`config.mk`:
```
export PLATFORM = sky130hd
export DESIGN_NAME = tlul_dev_adapter
export DESIGN_NICKNAME = d
export VERILOG_FILES = /design/src/rtl/tlul_dev_adapter.sv
export SDC_FILE = /design/constraint.sdc
export NUM_CORES = 1
export LEC_CHECK = 0
export ABC_AREA = 1
export BUFFER_PORTS_ARGS = -buffer_cell sky130_fd_sc_hd__buf_4
export CAP_MARGIN = 5
export CORE_UTILIZATION = 40
export CTS_CLUSTER_DIAMETER = 100
export CTS_CLUSTER_SIZE = 24
export DETAILED_ROUTE_END_ITERATION = 6
export PLACE_DENSITY = 0.73
export SYNTH_ARGS = -nofsm -noshare
export SYNTH_HDL_FRONTEND = slang
export SYNTH_SLANG_ARGS = --single-unit
```
`constraint.sdc`:
```
create_clock -name clk_i -period 3.3 [get_ports clk_i]
set_clock_uncertainty 0.15 [all_clocks]
set_input_delay 0.33 -clock clk_i [delete_from_list [all_inputs] [get_ports clk_i]]
set_output_delay 0.33 -clock clk_i [all_outputs]
set_load 0.05 [all_outputs]
```
`src/rtl/tlul_dev_adapter.sv`:
```
// Device-side TL-UL responder: bridges one crossbar device port onto a req/gnt + rvalid peripheral bus.
// Optional macro TLUL_DEV_ERRCHK_EN adds address/size/mask legality checks answered locally with d_error.
package tlul_dev_pkg;

   localparam logic [2:0] OP_PUT_FULL    = 3'd0;
   localparam logic [2:0] OP_PUT_PARTIAL = 3'd1;
   localparam logic [2:0] OP_GET         = 3'd4;
   localparam logic [2:0] OP_ACK         = 3'd0;
   localparam logic [2:0] OP_ACK_DATA    = 3'd1;

   typedef struct packed {
      logic        a_valid;
      logic [2:0]  a_opcode;
      logic [2:0]  a_param;
      logic [1:0]  a_size;
      logic [7:0]  a_source;
      logic [31:0] a_address;
      logic [3:0]  a_mask;
      logic [31:0] a_data;
      logic        d_ready;
   } tl_h2d_t;

   typedef struct packed {
      logic        d_valid;
      logic [2:0]  d_opcode;
      logic [2:0]  d_param;
      logic [1:0]  d_size;
      logic [7:0]  d_source;
      logic        d_sink;
      logic [31:0] d_data;
      logic        d_error;
      logic        a_ready;
   } tl_d2h_t;

endpackage

module tlul_dev_adapter
   import tlul_dev_pkg::*;
#(
   parameter int AW          = 32,
   parameter int Outstanding = 2
) (
   input  logic          clk_i,
   input  logic          rst_i,
   input  tl_h2d_t       tl_i,
   output tl_d2h_t       tl_o,
   output logic          req_o,
   input  logic          gnt_i,
   output logic          we_o,
   output logic [AW-1:0] addr_o,
   output logic [31:0]   wdata_o,
   output logic [3:0]    be_o,
   input  logic          rvalid_i,
   input  logic [31:0]   rdata_i,
   input  logic          err_i
);

   localparam int PW = (Outstanding > 1) ? $clog2(Outstanding) : 1;
   localparam int CW = $clog2(Outstanding + 1);
   localparam logic [CW-1:0] DEPTH = CW'(Outstanding);
   localparam logic [PW-1:0] LAST  = PW'(Outstanding - 1);

   function automatic logic [PW-1:0] next_ptr(input logic [PW-1:0] p);
      return (p == LAST) ? '0 : p + 1'b1;
   endfunction

   // Completion buffer, one slot per accepted A beat, drained strictly in A order.
   logic        is_read_q   [Outstanding];
   logic [1:0]  size_q      [Outstanding];
   logic [7:0]  source_q    [Outstanding];
   logic        local_err_q [Outstanding];
   logic        done_q      [Outstanding];
   logic [31:0] data_q      [Outstanding];
   logic        err_q       [Outstanding];

   logic [PW-1:0] wr_ptr, rd_ptr, pend_idx, scan_idx;
   logic [CW-1:0] count;
   logic          pend_found;
   logic          a_local_err, a_is_write, avail, a_ready, push, pop, complete;
   logic          d_valid, head_err;
   logic          unused_tl;

   assign a_is_write = (tl_i.a_opcode == OP_PUT_FULL) || (tl_i.a_opcode == OP_PUT_PARTIAL);

`ifdef TLUL_DEV_ERRCHK_EN
   logic [3:0] lanes;
   always_comb begin
      case (tl_i.a_size)
         2'd0:    lanes = 4'b0001 << tl_i.a_address[1:0];
         2'd1:    lanes = 4'b0011 << {tl_i.a_address[1], 1'b0};
         default: lanes = 4'b1111;
      endcase
      a_local_err = !(a_is_write || tl_i.a_opcode == OP_GET)
                 || (tl_i.a_address[1:0] != 2'b00)
                 || (tl_i.a_opcode == OP_PUT_FULL && tl_i.a_mask != 4'hF)
                 || (tl_i.a_size == 2'd3)
                 || ((tl_i.a_mask & ~lanes) != 4'h0);
   end
`else
   assign a_local_err = !(a_is_write || tl_i.a_opcode == OP_GET);
`endif

   // a_ready looks only at buffer occupancy and gnt_i, never at d_ready.
   assign avail    = !rst_i && (count < DEPTH);
   assign req_o    = tl_i.a_valid && avail && !a_local_err;
   assign a_ready  = avail && (a_local_err || gnt_i);
   assign push     = tl_i.a_valid && a_ready;
   assign d_valid  = !rst_i && (count != '0) && done_q[rd_ptr];
   assign pop      = d_valid && tl_i.d_ready;
   assign complete = rvalid_i && pend_found;

   assign we_o    = a_is_write;
   assign addr_o  = {tl_i.a_address[AW-1:2], 2'b00};
   assign wdata_o = tl_i.a_data;
   assign be_o    = tl_i.a_mask;

   assign unused_tl = ^{tl_i.a_param, tl_i.a_address};

   // The oldest occupied slot still waiting on the device; local errors are born done and are skipped.
   always_comb begin
      pend_found = 1'b0;
      pend_idx   = rd_ptr;
      scan_idx   = rd_ptr;
      for (int i = 0; i < Outstanding; i++) begin
         if (!pend_found && (CW'(i) < count) && !done_q[scan_idx]) begin
            pend_found = 1'b1;
            pend_idx   = scan_idx;
         end
         scan_idx = next_ptr(scan_idx);
      end
   end

   always_ff @(posedge clk_i) begin
      if (rst_i) begin
         wr_ptr <= '0;
         rd_ptr <= '0;
         count  <= '0;
         for (int i = 0; i < Outstanding; i++) begin
            is_read_q[i]   <= 1'b0;
            size_q[i]      <= '0;
            source_q[i]    <= '0;
            local_err_q[i] <= 1'b0;
            done_q[i]      <= 1'b0;
            data_q[i]      <= '0;
            err_q[i]       <= 1'b0;
         end
      end else begin
         if (push) begin
            is_read_q[wr_ptr]   <= !a_is_write;
            size_q[wr_ptr]      <= tl_i.a_size;
            source_q[wr_ptr]    <= tl_i.a_source;
            local_err_q[wr_ptr] <= a_local_err;
            done_q[wr_ptr]      <= a_local_err;
            data_q[wr_ptr]      <= '0;
            err_q[wr_ptr]       <= 1'b0;
            wr_ptr              <= next_ptr(wr_ptr);
         end
         if (complete) begin
            done_q[pend_idx] <= 1'b1;
            data_q[pend_idx] <= is_read_q[pend_idx] ? rdata_i : 32'h0;
            err_q[pend_idx]  <= err_i;
         end
         if (pop) begin
            rd_ptr <= next_ptr(rd_ptr);
         end
         if (push && !pop) begin
            count <= count + 1'b1;
         end else if (!push && pop) begin
            count <= count - 1'b1;
         end
      end
   end

   assign head_err = err_q[rd_ptr] || local_err_q[rd_ptr];

   always_comb begin
      tl_o         = '0;
      tl_o.a_ready = a_ready;
      tl_o.d_valid = d_valid;
      if (d_valid) begin
         tl_o.d_opcode = is_read_q[rd_ptr] ? OP_ACK_DATA : OP_ACK;
         tl_o.d_size   = size_q[rd_ptr];
         tl_o.d_source = source_q[rd_ptr];
         tl_o.d_error  = head_err;
         tl_o.d_data   = (head_err && is_read_q[rd_ptr]) ? 32'hFFFF_FFFF : data_q[rd_ptr];
      end
   end

endmodule

```
==> metrics.md <==
| Metric | Value |
|---|---|
| Worst hold slack | between 0.07 and 0.08 ns |
| Critical path arrival | 2.50 ns |
| Die Footprint | ~13000 sq um |
| Cell mode on critical path | buf_4 |
| WL per Instance | ~17 um |
| Cell area after synthesis | between 5000 and 6000 sq um |
| DR vias | 3795 |
| Post-synth EDFFs | 90 |
| Dominant synthesized flop cell | edfxtp_1 |
| Vias per cell | 5.142 |
| Drt first pass iters | 5 |
| IO Port Bufs | 99 |
| Clock Tree Buf Depth | 2 |
| Startpoint types | flop |
| Status | finished, final reports clean |
| Fin crit share | 90.33% |
| Antenna Nets Post-Route | 0 |
| Setup bufs post-CTS | 0 |
| CTS tree | built |
| CTS Buf Count | 9 |
| Worst Setup End Kind | output port |
| Die X | 115.5 um |
| Critical Path, Cell by Cell | inv_2 > buf_4 > nor2_1 > nand2_1 > o31ai_1 > inv_1 > nand2_1 > buf_4 > a31oi_1 > buf_4 |
| Worst min-delay path category | primary input to flop |
| Synthesis warning total | 0 |
| Vias in the first global route | between 3k and 4k |
| Slowest cell delay on critical path | 0.54 ns |
| Overflow after GRT | 0 |
| H-tree Lvls | 3 |
| Largest net degree at the start of global routing | 45 |
| RSZ-0062 raised after global routing | no |
| # rows | 41 |
| Synth top cells by count | 102 x nand2_1, 93 x nor2_1, 90 x edfxtp_1 |
| Post-Synthesis Cells | 545 |
| Sink Count | 97 |
| TNS Setup | 0 ns |
| Post-CTS resize count | 0 |
| Clk_lat worst skew | 0.33 ns |
| Yosys cell types | 28 |
| Core Region | 12570 sq um |
| WS Path Type | flop to output port |
| # hold bufs at CTS | 0 |
| Area Growth Syn to Fin | 11.53% |
| Leakage | 2.327 nW |
| Compound-cell area share of the yosys netlist | 5.998% |
| Share of the synthesized area in the top cell type | 52.45% |
| Max Slew Vio Count | 0 |
| Max transition margin | 39.05% |
| Peak supply drop | 0.0002189 V |
| Most numerous cell in the Yosys netlist | nand2_1 |
| Slowest CP cell | dfxtp_2 |
| Final hold violation count | 0 |
| Fmax | approximately 340 MHz |
| Synth Area in Adders | less than 1% |
| Residual DRC | 0 |
| Ports | 245 |
| Max-cap viol count | 0 |
| Largest area contributor in the netlist | edfxtp_1 |
| XOR/XNOR Fraction of Synth Area | 0.3400% |
| Largest family of logic cells by synthesized area | simple AND/OR/NAND/NOR gates |
| Async set-reset flop share out of synthesis | 0% |
| Initial drt markers | 198 |
| Critical Path RT | 2.82 ns |
| Tmin final | 2.981 ns |
| Register area share after synthesis | a little under three fifths |
| Syn Area/Cell | approximately 9.5 sq um |
| Fillers | 1187 |
| Clock Root Buffer | clkbuf_16 |
| GRT Total Usage | 19.10% |
| Largest cells by area after synthesis | edfxtp_1 52%, buf_4 12%, nand2_1 7.4% |
| PD cells | between 500 and 600 nW/um^2 |
| Synth Register Bits | 97 |
| Simple-gate share of the synthesized area | approximately a fifth |
| GP Congestion | 0.7763 |
| N_diodes | 0 |
| Chip height | 115.5 um |
| Layout cells sized above 1 | between 20% and 30% |
| Final Net Count | 688 |
| Mux contribution to synthesized area | 0% |
| Final setup fails | 0 |
| Initial Utilization | 41.00% |
| Initial antenna violation count | 0 |
| Crit-path max FO | 43 |
| CTS clk-pin slew, worst paths | 0.06 ns |
| Post-Route WL | 12900 um |
| First-pass GRT wire length | 18860 um |
| Hpwl dp | 8402 um |
| Slew @ Worst Pin | 0.9132 ns |
[flip-flops by register name (all words and copies together) (netlist names), named ones only]
| name | count |
|---|---|
| rd_ptr | 1 |
| is_read_q | 2 |
| local_err_q | 2 |
| count | 2 |
| wr_ptr | 1 |
| err_q | 2 |
| source_q | 16 |
| size_q | 4 |
| data_q | 64 |
| done_q | 2 |
[area by class of cell]
type | instances | area, sq um | share of cell area, %
sequential | 97 | 2844 | 49.49
multi-input combinational | 316 | 1495 | 26.02
timing repair buffer | 106 | 795.8 | 13.85
tap | 172 | 215.2 | 3.745
clock inverter | 5 | 47.55 | 0.8273
clock buffer | 10 | 229.0 | 3.984
inverter | 32 | 120.1 | 2.090
[stage by stage]
stage / worst slack [ns] / instance area, sq um / power (mW) / std cells / util, %
after floorplan: 0.4272 / 5179 / 2.032 / 552 / -
after global placement: 0.6613 / 5470 / 1.933 / 723 / 43.52
after detailed placement: 0.6295 / 5470 / 1.945 / 723 / 43.52
after CTS: 0.3315 / 5747 / 2.917 / 738 / 45.72
after global routing: 0.1771 / 5747 / 3.003 / 738 / 45.72
final: 0.3190 / 5747 / 2.911 / 738 / 45.72
[logic make-up (layout without fill, tap and decap cells)]
| group | count (synthesis) | count (layout) |
|---|---|---|
| compound gates | 51 | 51 |
| xor+xnor | 2 | 2 |
| other cells | 1 | 8 |
| buf+inv | 139 | 153 |
| flops | 97 | 97 |
| simple gates | 252 | 252 |
| fa+ha+maj | 3 | 3 |
[final timing paths]
path / start / endpoint / slack (ns) / cells after the start
worst max register to register: count[1] / data_q[0][19] / 0.65 / 7
worst max-delay path: flop / tl_o[3] / 0.32 / 10
worst min-delay path: rst_i / flop / 0.08 / 2
worst min register to register: done_q[0] / done_q[0] / 0.38 / 2
[cells in the final DEF, fill, tap and decap left out, types with 2 or more instances in the layout]
cell	n
buf_4	106
nand2_1	102
nor2_1	93
edfxtp_1	90
nand3_1	42
a31oi_1	32
inv_1	29
a21oi_1	15
clkbuf_16	9
conb_1	8
dfxtp_1	6
nand3_2	4
inv_2	3
nand2_2	3
ha_1	3
o21ai_0	2
nand3_4	2
clkinv_2	2
clkinv_1	2
[routing by layer]
layer	part of all wire, %	global-route usage (%)	wire length, um	up-vias
li1	-	-	-	1762
met1	36	20.86	4671	1804
met2	50	32.26	6397	172
met3	9.6	6.381	1242	57
met4	4.6	11.60	590	0
met5	0	0	0	-
[critical path: cells and delay by family (launching register included)]
kind | cells | cell delay (ns)
AOI/OAI and AO/OA | 2 | 0.29
and+or+nand+nor | 3 | 0.28
buffers and inverters | 5 | 1.02
DFF | 1 | 0.54
[report_power, final]
group	switching [mW]	internal (mW)	leakage, nW	total [mW]
registers	0.0291	1.44	1.00	1.47
logic	0.316	0.134	1.19	0.450
clock network	0.417	0.576	0.137	0.993
No activity file was read; power rests on OpenSTA's default activity.
